### config.mk
export PLATFORM = sky130hd
export DESIGN_NAME = delay_meter
export DESIGN_NICKNAME = d
export VERILOG_FILES = /design/src/rtl/delay_meter_pkg.sv /design/src/rtl/delay_meter_edge_sampler.sv /design/src/rtl/delay_meter.sv
export SDC_FILE = /design/constraint.sdc
export NUM_CORES = 1
export LEC_CHECK = 0
export ABC_AREA = 0
export CORE_ASPECT_RATIO = 1.1
export CORE_MARGIN = 1
export CORE_UTILIZATION = 50
export CTS_CLUSTER_SIZE = 30
export DETAILED_ROUTE_END_ITERATION = 10
export GPL_ROUTABILITY_DRIVEN = 0
export PLACE_DENSITY = 0.83
export SETUP_SLACK_MARGIN = 0.2
export SLEW_MARGIN = 20
export SYNTH_ARGS = -nofsm -noshare
export SYNTH_HDL_FRONTEND = slang
export SYNTH_HIERARCHICAL = 1
export SYNTH_SLANG_ARGS = --single-unit
### constraint.sdc
create_clock -name clk -period 2.74 [get_ports clk]
set_clock_uncertainty 0.15 [all_clocks]
set_input_delay 0.274 -clock clk [delete_from_list [all_inputs] [get_ports clk]]
set_output_delay 0.274 -clock clk [all_outputs]
set_load 0.01 [all_outputs]
### src/rtl/delay_meter_pkg.sv
// Shared types and constants for the delay meter.
// Default counter width and the FSM state encoding.
package delay_meter_pkg;

    localparam int CNT_W_DFLT = 16;
    localparam logic [CNT_W_DFLT-1:0] CNT_MAX = '1;

    typedef enum logic [1:0] {
        IDLE,
        RUN,
        REPORT
    } state_t;

endpackage

### src/rtl/delay_meter_edge_sampler.sv
// Input sampler for the delay meter.
// Registers stimulus, y and valid and flags their edges.
module edge_sampler (
    input  logic       clk,
    input  logic [3:0] abcd,
    input  logic       y,
    input  logic       valid,
    output logic       vchg,
    output logic       ytog,
    output logic       vfall
);

    logic [3:0] abcd_q;
    logic       y_q;
    logic       valid_q;

    // previous-cycle copies; loading every cycle means reset leaves no stale edge
    always_ff @(posedge clk) begin
        abcd_q  <= abcd;
        y_q     <= y;
        valid_q <= valid;
    end

    assign vchg  = (abcd != abcd_q);
    assign ytog  = (y != y_q);
    assign vfall = valid_q & ~valid;

endmodule

### src/rtl/delay_meter.sv
// Measures stimulus-to-output delay in clk cycles.
// One result per window plus worst-case rise/fall statistics.
module delay_meter
    import delay_meter_pkg::*;
#(
    parameter int CNT_W = CNT_W_DFLT
) (
    input  logic             clk,
    input  logic             rst,
    input  logic             a,
    input  logic             b,
    input  logic             c,
    input  logic             d,
    input  logic             y,
    input  logic             valid,
    input  logic             stats_clr,
    output logic             res_valid,
    output logic [CNT_W-1:0] res_tpd,
    output logic [CNT_W-1:0] res_tcd,
    output logic             res_rise,
    output logic             res_noedge,
    output logic             res_sat,
    output logic [CNT_W-1:0] max_tpd_r,
    output logic [CNT_W-1:0] max_tpd_f,
    output logic [CNT_W-1:0] min_tcd_r,
    output logic [CNT_W-1:0] min_tcd_f,
    output logic             overlap_err
);

    localparam logic [CNT_W-1:0] MAXV = {CNT_W{1'b1}};
    localparam logic [CNT_W-1:0] ONE  = CNT_W'(1);

    state_t state, state_nx;

    logic             vchg, ytog, vfall;
    logic [CNT_W-1:0] cnt, tpd, tcd;
    logic [CNT_W-1:0] tpd_nx, tcd_nx;
    logic             seen, sat;
    logic             seen_nx, sat_nx, cnt_top;

    edge_sampler u_es (
        .clk   (clk),
        .abcd  ({a, b, c, d}),
        .y     (y),
        .valid (valid),
        .vchg  (vchg),
        .ytog  (ytog),
        .vfall (vfall)
    );

    // window values including a toggle in the current cycle
    assign cnt_top   = (cnt == MAXV);
    assign seen_nx   = seen | ytog;
    assign sat_nx    = sat | cnt_top;
    assign tpd_nx    = ytog ? cnt : tpd;
    assign tcd_nx    = (ytog && !seen) ? cnt : tcd;
    assign res_valid = (state == REPORT);

    // state register
    always_ff @(posedge clk) begin
        if (rst) state <= IDLE;
        else     state <= state_nx;
    end

    // next-state decode
    always_comb begin
        state_nx = state;
        unique case (state)
            IDLE:    if (vchg) state_nx = RUN;
            RUN:     if (vfall) state_nx = REPORT;
            REPORT:  state_nx = vchg ? RUN : IDLE;
            default: state_nx = IDLE;
        endcase
    end

    // window counter, toggle capture and result latch
    always_ff @(posedge clk) begin
        if (rst) begin
            cnt         <= '0;
            tpd         <= '0;
            tcd         <= '0;
            seen        <= 1'b0;
            sat         <= 1'b0;
            res_tpd     <= '0;
            res_tcd     <= '0;
            res_rise    <= 1'b0;
            res_noedge  <= 1'b0;
            res_sat     <= 1'b0;
            overlap_err <= 1'b0;
        end else begin
            unique case (state)
                IDLE, REPORT: begin
                    if (vchg) begin
                        cnt  <= ONE;
                        seen <= ytog;
                        sat  <= 1'b0;
                        tpd  <= '0;
                        tcd  <= '0;
                    end
                end
                RUN: begin
                    if (vfall) begin
                        res_tpd    <= seen_nx ? tpd_nx : '0;
                        res_tcd    <= seen_nx ? tcd_nx : '0;
                        res_rise   <= y;
                        res_noedge <= ~seen_nx;
                        res_sat    <= sat_nx;
                    end else if (vchg) begin
                        overlap_err <= 1'b1;
                        cnt         <= ONE;
                        seen        <= ytog;
                        sat         <= 1'b0;
                        tpd         <= '0;
                        tcd         <= '0;
                    end else begin
                        cnt  <= cnt_top ? cnt : cnt + ONE;
                        sat  <= sat_nx;
                        seen <= seen_nx;
                        tpd  <= tpd_nx;
                        tcd  <= tcd_nx;
                    end
                end
                default: ;
            endcase
        end
    end

    // worst-case statistics, clear wins over a same-cycle report
    always_ff @(posedge clk) begin
        if (rst || stats_clr) begin
            max_tpd_r <= '0;
            max_tpd_f <= '0;
            min_tcd_r <= MAXV;
            min_tcd_f <= MAXV;
        end else if (state == REPORT && !res_noedge) begin
            if (res_rise) begin
                if (res_tpd > max_tpd_r) max_tpd_r <= res_tpd;
                if (res_tcd < min_tcd_r) min_tcd_r <= res_tcd;
            end else begin
                if (res_tpd > max_tpd_f) max_tpd_f <= res_tpd;
                if (res_tcd < min_tcd_f) min_tcd_f <= res_tcd;
            end
        end
    end

endmodule

==> results of run 1 <==
## sequential cells by signal, indices dropped and copies added, names as in the netlist, 4 cells and up
signal,flops
min_tcd_f,16
max_tpd_r,16
min_tcd_r,16
u_es/abcd_q,4
res_tpd,16
tcd,16
tpd,16
res_tcd,16
cnt,16
max_tpd_f,16
## how the worst max path moves through the flow
stage | cells after the start | slack, ns | end | startpoint
after floorplan | 9 | 0.49 | max_tpd_f[10]$_SDFFE_PP0P_ | max_tpd_f[5]$_SDFFE_PP0P_
after global placement | 8 | 0.22 | cnt[13]$_SDFFE_PP0P_ | b
after detailed placement | 8 | 0.11 | max_tpd_r[2]$_SDFFE_PP0P_ | max_tpd_r[7]$_SDFFE_PP0P_
after CTS | 9 | 0.32 | min_tcd_f[8]$_SDFFE_PP1P_ | res_tcd[13]$_SDFFE_PP0P_
after global routing | 9 | 0.23 | max_tpd_f[1]$_SDFFE_PP0P_ | res_tpd[5]$_SDFFE_PP0P_
final | 9 | 0.37 | max_tpd_f[0]$_SDFFE_PP0P_ | res_tpd[5]$_SDFFE_PP0P_
## cell usage in the layout (no fill, tap or decap), types with 6 or more instances in the layout
| cell type | Yosys | routed |
|---|---|---|
| sky130_fd_sc_hd__inv_1 | 68 | 68 |
| sky130_fd_sc_hd__nand3_1 | 6 | 6 |
| sky130_fd_sc_hd__mux2i_1 | 65 | 65 |
| sky130_fd_sc_hd__nand2_1 | 98 | 98 |
| sky130_fd_sc_hd__buf_4 | 5 | 41 |
| sky130_fd_sc_hd__clkbuf_16 | 0 | 17 |
| sky130_fd_sc_hd__nand4_1 | 14 | 14 |
| sky130_fd_sc_hd__a22oi_1 | 22 | 22 |
| sky130_fd_sc_hd__a22oi_2 | 10 | 10 |
| sky130_fd_sc_hd__a31oi_1 | 7 | 7 |
| sky130_fd_sc_hd__xor2_1 | 7 | 7 |
| sky130_fd_sc_hd__nor2_1 | 144 | 143 |
| sky130_fd_sc_hd__dfxtp_1 | 158 | 158 |
| sky130_fd_sc_hd__ha_1 | 63 | 63 |
| sky130_fd_sc_hd__a211oi_1 | 33 | 33 |
| sky130_fd_sc_hd__a21o_1 | 8 | 8 |
| sky130_fd_sc_hd__clkdlybuf4s50_1 | 0 | 108 |
| sky130_fd_sc_hd__nor3_1 | 23 | 23 |
| sky130_fd_sc_hd__a21oi_1 | 54 | 54 |
| sky130_fd_sc_hd__o21ai_0 | 10 | 10 |
| sky130_fd_sc_hd__nor2_2 | 10 | 10 |
## routing by layer
metal / global-route usage (%) / up-vias / share of wire [%]
li1: - / 3365 / -
met1: 31.1 / 3320 / 42
met2: 43.2 / 239 / 50
met3: 3.98 / 44 / 5.4
met4: 11.7 / 0 / 2.8
met5: 0 / - / 0
## power breakdown
group | switching [mW] | internal (mW)
sequential | 0.0417 | 2.34
clock | 0.898 | 1.31
combinational | 0.331 | 0.230
## worst reg2reg max path: stages (launching register included)
cell and delay, ns:
sky130_fd_sc_hd__dfxtp_1 0.31, sky130_fd_sc_hd__buf_4 0.15, sky130_fd_sc_hd__ha_1 0.31, sky130_fd_sc_hd__a21oi_1 0.16, sky130_fd_sc_hd__o21ai_0 0.12, sky130_fd_sc_hd__a21o_1 0.19, sky130_fd_sc_hd__a221o_1 0.30, sky130_fd_sc_hd__o211ai_4 0.22
sky130_fd_sc_hd__buf_6 0.19, sky130_fd_sc_hd__mux2i_1 0.20
## cell type report
type / count / area (sq um)
fillers: 1149 / 5310
inverters: 68 / 255
clock inverters: 6 / 61.3
flip-flops and latches: 158 / 3160
clock buffers: 24 / 482
well taps: 196 / 245
multi-input cells: 630 / 4150
repair buffers: 156 / 1510
## kinds of logic (layout without fill, tap and decap cells)
group           count (synthesis)  count (layout)  share of synthesized area, %
compound gates                165             165                          14.8
xor+xnor                       11              11                          1.23
fa+ha+maj                      63              63                          10.1
simple gates                  326             326                          18.4
flops                         158             158                          40.4
buf+inv                       121             254                          6.62
mux                            65              65                          8.32
## timing repair
item	in CTS	in global routing
pin swaps	1	0
setup buffers	2	0
resized for setup	1	2
endpoints found under the setup margin	32	6
## through the flow
step	hold slack [ns]	setup slack, ns	utilization [%]	power [mW]	cells
2_1_floorplan	0.152	0.493	-	2.76	909
3_3_place_gp	0.301	0.216	61.3	2.97	1206
3_5_place_dp	0.321	0.110	61.3	2.98	1206
4_1_cts	0.0578	0.317	65.0	5.16	1238
5_1_grt	0.0949	0.230	65.0	5.30	1238
6_report	0.0710	0.371	65.0	5.15	1238
==> results.ini, run 1 <==
[run_status]
result_of_the_run = finished, final reports clean

[floorplan]
std_cell_rows = 47
start_util_pct = 51.5
fp.dieArea_sq_mm = 0.0161
design.portCount = 110
floorplan.core_area_sq_mm = 0.0152
die-width_um = 121
floorplan.die.height_um = 133

[synth]
syn-mean-instance-area_sq_um = 8.60
synth_top_area_share_pct = 40.4
synth-edff-count = 0
ys_async_sr_fraction_pct = 0
synth_top_cells_by_count = sky130_fd_sc_hd__dfxtp_1, sky130_fd_sc_hd__nor2_1, sky130_fd_sc_hd__nand2_1
post_synthesis_cells = 909
post_synth_num_cell_types = 56
post_synthesis_net_count = 981
synth.ff_latch_count = 158
synth_ff_type = sky130_fd_sc_hd__dfxtp_1
area_of_the_mapped_netlist_sq_mm = 0.00782
yosys_warnings = 6
synth.most_common_cell = sky130_fd_sc_hd__dfxtp_1
synth.yosys.seq_area_share_pct = 40.4
netlist_top_cells_area = sky130_fd_sc_hd__dfxtp_1, sky130_fd_sc_hd__ha_1, sky130_fd_sc_hd__mux2i_1, sky130_fd_sc_hd__nor2_1, sky130_fd_sc_hd__nand2_1
netlist.top_cell.by_area = sky130_fd_sc_hd__dfxtp_1

[place]
dp_hpwl_um = 14600
placed_area_sq_mm = 0.00930
placement.io_buffers = 109

[critical_path]
critical_path_buf_inv_count = 2
timing.critical_path.max_delay_family = compound AO/OA/AOI/OAI gates
timing.critical_path.slowest_cell_delay_ns = 0.31
timing.critical_path.cells = buf_4, ha_1, a21oi_1, o21ai_0, a21o_1, a221o_1, o211ai_4, buf_6, mux2i_1
worst_setup_path_start_kind = flip-flop
slowest_stage = sky130_fd_sc_hd__dfxtp_1
rr_worst_depth = 9
arrival_ns = 2.57
critPathKind = reg2reg
cp_max_fo = 6
crit-reg2reg-capture = max_tpd_f[0]$_SDFFE_PP0P_
timing.critical_path.to_type = flip-flop
worst-endpoint-required_ns = 2.94
rrSetupSlack_ns = 0.37
r2r-start = res_tpd[5]$_SDFFE_PP0P_

[timing]
slew_violations = 0
timing.final.crit_period_ns = 2.37
finalSetupTns_ns = 0
rsz0062_at_grt = no
report.final.hold_viol_count = 0
transition_time_at_the_pin_with_the_least_slew_margin_ns = 0.670
setup_viol = 0
finalCritPeriodShare_pct = 86.4
max_freq_ghz = 0.422
relSlewSlack_pct = 55.2

[clock_tree]
clk_pin_slew_ns = 0.06
clk_root_buf = sky130_fd_sc_hd__clkbuf_16
cts.sinks = 158
tritoncts = built
clock_latency_ns = 0.43
cts_buffer_depth = 2
cts-buffers-inserted = 17
cts-hold-fix-buffers = 0
cts-htree-levels = 4

[global_route]
antenna_found_initial = 0
gr-usage-all-layers_pct = 25.3
vias_in_the_first_global_route = 6566
first_pass_grt_wire_length_um = 32100
grt_overflow_total = 0
grt_max_degree = 49

[power_and_ir_drop]
power.leakage_nw = 4.21
peakVddDrop_mv = 0.449
power_per_cell_area_mw_per_mm2 = 522

[finish]
fraction_of_final_layout_cells_sized_beyond_drive_strength_1_pct = 10.6
diodes = 0
fin_nets = 1103
stdcell_area_sq_mm = 0.00987
area_delta_synth_final_pct = 26.2

[routing]
wl_per_cell_um = 16.2
route.detailed.drc = 0
antenna_nets_post_route = 0
vias = 6968
finalWirelength_um = 20100
post_drt_via_cell_ratio = 5.63
drt_iter0_markers = 538
drt_first_pass_iters = 5

[min_path]
min-delay-path-class = in2reg
holdPathStages = 2
hp-start = rst
worst_hold_path.endpoint = state[1]$_SDFFE_PP0P_

[flow_run]
max_cap_violations = 0

(Power assumes the default switching activity.)
==> run 2: changes to the inputs <==
Settings changed: CTS_BUF_LIST set to sky130_fd_sc_hd__clkbuf_4.
==> run 2 against run 1 <==
  * Flip-flop and latch count stayed put
  * Utilization is 1.9 points lower
  * Fmax is 0.87% lower
  * Largest power group unchanged
  * Global-route usage is 0.42 points lower
  * First-iteration DRC count is 3.0% lower
  * Worst setup slack worse by 0.021 ns
  * Hold slack worse by 0.029 ns
  * Critical path depth stayed put
  * Die area stayed put
  * Register-to-register slack hardly changed
==> results.ini, run 2 (same netlist as run 1, synthesis figures left out) <==
[critical_path]
timing.critical_path.to_type = flip-flop
worst-endpoint-required_ns = 3.07  ; +0.13 ns
r2r-start = res_tpd[5]$_SDFFE_PP0P_
cp-startpoint = valid
timing.critical_path.slowest_cell_delay_ns = 0.52  ; +0.21 ns
worst_setup_path_start_kind = input port
rr_worst_depth = 9  ; unchanged
cp_max_fo = 7  ; +1
timing.critical_path.cells = dlygate4sd3_1, clkdlybuf4s50_1, nor2b_1, nor3b_1, a21oi_1, a21oi_1, a21o_2, a31oi_1, a311oi_1
critPathKind = in2reg
worstSetupEndpoint = cnt[7]$_SDFFE_PP0P_
slowest_stage = sky130_fd_sc_hd__dlygate4sd3_1
cp_common_cell = sky130_fd_sc_hd__a21oi_1
rrSetupSlack_ns = 0.36  ; about the same
arrival_ns = 2.72  ; +0.15 ns
crit-reg2reg-capture = max_tpd_f[0]$_SDFFE_PP0P_

[global_route]
grtUsageMet2_pct = 41.3  ; -2.0 points
grt_max_degree = 49  ; unchanged
met3_usage_pct = 4.67  ; +0.68 points
use_met1_pct = 30.9  ; -0.18 points
grt_overflow_total = 0  ; unchanged
first_pass_grt_wire_length_um = 31700  ; -1.4%
vias_in_the_first_global_route = 6493  ; -1.1%
antenna_found_initial = 1  ; +1
gr-usage-all-layers_pct = 24.9  ; -0.42 points
top_usage_layer = met2

[min_path]
holdPathStages = 1  ; -1
min-delay-path-class = in2reg

[timing]
rsz0062_at_grt = no
slew_violations = 0  ; unchanged
max_freq_ghz = 0.419  ; -0.87%
setup_viol = 0  ; unchanged
relSlewSlack_pct = 55.3  ; +0.15 points
report.final.hold_viol_count = 0  ; unchanged
transition_time_at_the_pin_with_the_least_slew_margin_ns = 0.668  ; -0.00228 ns
timing.final.crit_period_ns = 2.39  ; +0.0208 ns
finalCritPeriodShare_pct = 87.2  ; +0.76 points
finalSetupTns_ns = 0  ; unchanged

[finish]
multiInputGateArea_sq_mm = 0.00415  ; unchanged
fin_nets = 1105  ; +0.18%
area_delta_synth_final_pct = 22.4
finalNonFillerCells = 1241  ; +0.24%
area.sequential_sq_mm = 0.00316  ; unchanged
fraction_of_final_layout_cells_sized_beyond_drive_strength_1_pct = 10.6  ; +0.076 points
final_common_cell = sky130_fd_sc_hd__dfxtp_1
n_fill_cell = 1210  ; +5.3%
highest_count_cells_in_the_layout_ignoring_fill_and_taps = sky130_fd_sc_hd__dfxtp_1, sky130_fd_sc_hd__nor2_1, sky130_fd_sc_hd__clkdlybuf4s50_1
finalCoreUtilization_pct = 63.1  ; -1.9 points

[place]
placement.io_buffers = 109  ; unchanged
dp_hpwl_um = 14600  ; unchanged
place.detailed.instances = 1206  ; unchanged

[power_and_ir_drop]
power.leakage_nw = 4.09  ; -3.0%
swShare_pct = 27.4  ; +2.7 points
share_seq_of_total_power_pct = 56.9  ; +11 points
combinationalPowerShare_pct = 13.4  ; +2.5 points
power.clock.fraction_pct = 29.7  ; -13 points
power_per_cell_area_mw_per_mm2 = 436  ; -16%
finalPower_mw = 4.18  ; -19%
peakVddDrop_mv = 0.270  ; -40%
total_switching_power_mw = 1.14  ; -10%
p_int_mw = 3.04  ; -22%

[floorplan]
fp.dieArea_sq_mm = 0.0161  ; unchanged
std_cell_rows = 47  ; unchanged
floorplan.core_area_sq_mm = 0.0152  ; unchanged
start_util_pct = 51.5  ; unchanged
die-width_um = 121  ; unchanged
floorplan.die.height_um = 133  ; unchanged
design.portCount = 110  ; unchanged

[routing]
vias = 6934  ; -0.49%
route.detailed.drc = 0  ; unchanged
post_drt_via_cell_ratio = 5.59  ; -0.73%
wl_per_cell_um = 15.8  ; -2.8%
drt_iter0_markers = 522  ; -3.0%
drt_first_pass_iters = 7  ; +2
antenna_nets_post_route = 0  ; unchanged
finalWirelength_um = 19600  ; -2.5%

[clock_tree]
clk_root_buf = sky130_fd_sc_hd__clkbuf_4
clock_latency_ns = 0.56  ; +0.13 ns
cts_buffer_depth = 2  ; unchanged
cts-buffers-inserted = 17  ; unchanged
clk_pin_slew_ns = 0.12  ; +0.06 ns
cts.sinks = 158  ; unchanged
cts-htree-levels = 4  ; unchanged
tritoncts = built

[run_status]
result_of_the_run = finished, final reports clean

[flow_run]
max_cap_violations = 0  ; unchanged

## run 2: changes by cell type in the layout (fill, tap and decap cells not counted)
cell and delta:
sky130_fd_sc_hd__clkbuf_1 -4, sky130_fd_sc_hd__clkbuf_16 -17, sky130_fd_sc_hd__clkbuf_4 +21, sky130_fd_sc_hd__clkbuf_8 -3, sky130_fd_sc_hd__clkinv_1 +3, sky130_fd_sc_hd__diode_2 +1, sky130_fd_sc_hd__dlygate4sd3_1 +2
## run 2: final cells by class
cell class              instances  area share [%]
clock buffers                  21            1.65
repair buffers                158            15.9
clock inverters                 9           0.758
multi-input cells             630            43.4
diodes                          1          0.0261
flip-flops and latches        158            33.0
well taps                     196            2.56
inverters                      68            2.67
## run 2: power groups by stage
stage	Sequential (mW)	Clock [mW]	Combinational, mW
2_1_floorplan	2.44	0	0.323
3_3_place_gp	2.43	0	0.538
3_5_place_dp	2.43	0	0.551
4_1_cts	2.38	1.27	0.556
5_1_grt	2.38	1.34	0.611
6_report	2.38	1.24	0.560
## run 2: repair_timing
action	CTS	global route
resized for setup	1	2
endpoints found under the setup margin	32	13
hold buffers	2	0
endpoints found under the hold margin	6	0
pin swaps	1	0
setup buffers	2	0
## run 2: critical path, delay by kind of cell
family          cells  cell delay [ns]
compound gates      5             0.99
buf+inv             2             1.01
simple gates        2             0.44
## run 2: through the flow
stage	cell area (sq um)	setup slack (ns)	hold slack [ns]
3_5_place_dp	9300	0.110	0.321
3_3_place_gp	9300	0.216	0.301
2_1_floorplan	7820	0.493	0.152
6_report	9580	0.351	0.0415
4_1_cts	9570	0.300	0.00662
5_1_grt	9580	0.209	0.00762
## run 2: how the worst min path moves through the flow
stage	from	endpoint	slack, ns
floorplan	d	u_es/abcd_q[0]$_DFF_P_	0.15
global route	c	u_es/abcd_q[1]$_DFF_P_	0.008
finish	c	u_es/abcd_q[1]$_DFF_P_	0.04
global placement	overlap_err$_SDFFE_PP0P_	overlap_err$_SDFFE_PP0P_	0.30
detailed placement	max_tpd_r[8]$_SDFFE_PP0P_	max_tpd_r[8]$_SDFFE_PP0P_	0.32
CTS	c	u_es/abcd_q[1]$_DFF_P_	0.007
## run 2: layer usage
metal | wire length (um) | vias to the layer above
li1 | - | 3380
met1 | 8360 | 3275
met2 | 9500 | 228
met3 | 1020 | 51
met4 | 713 | 0
met5 | 0 | -
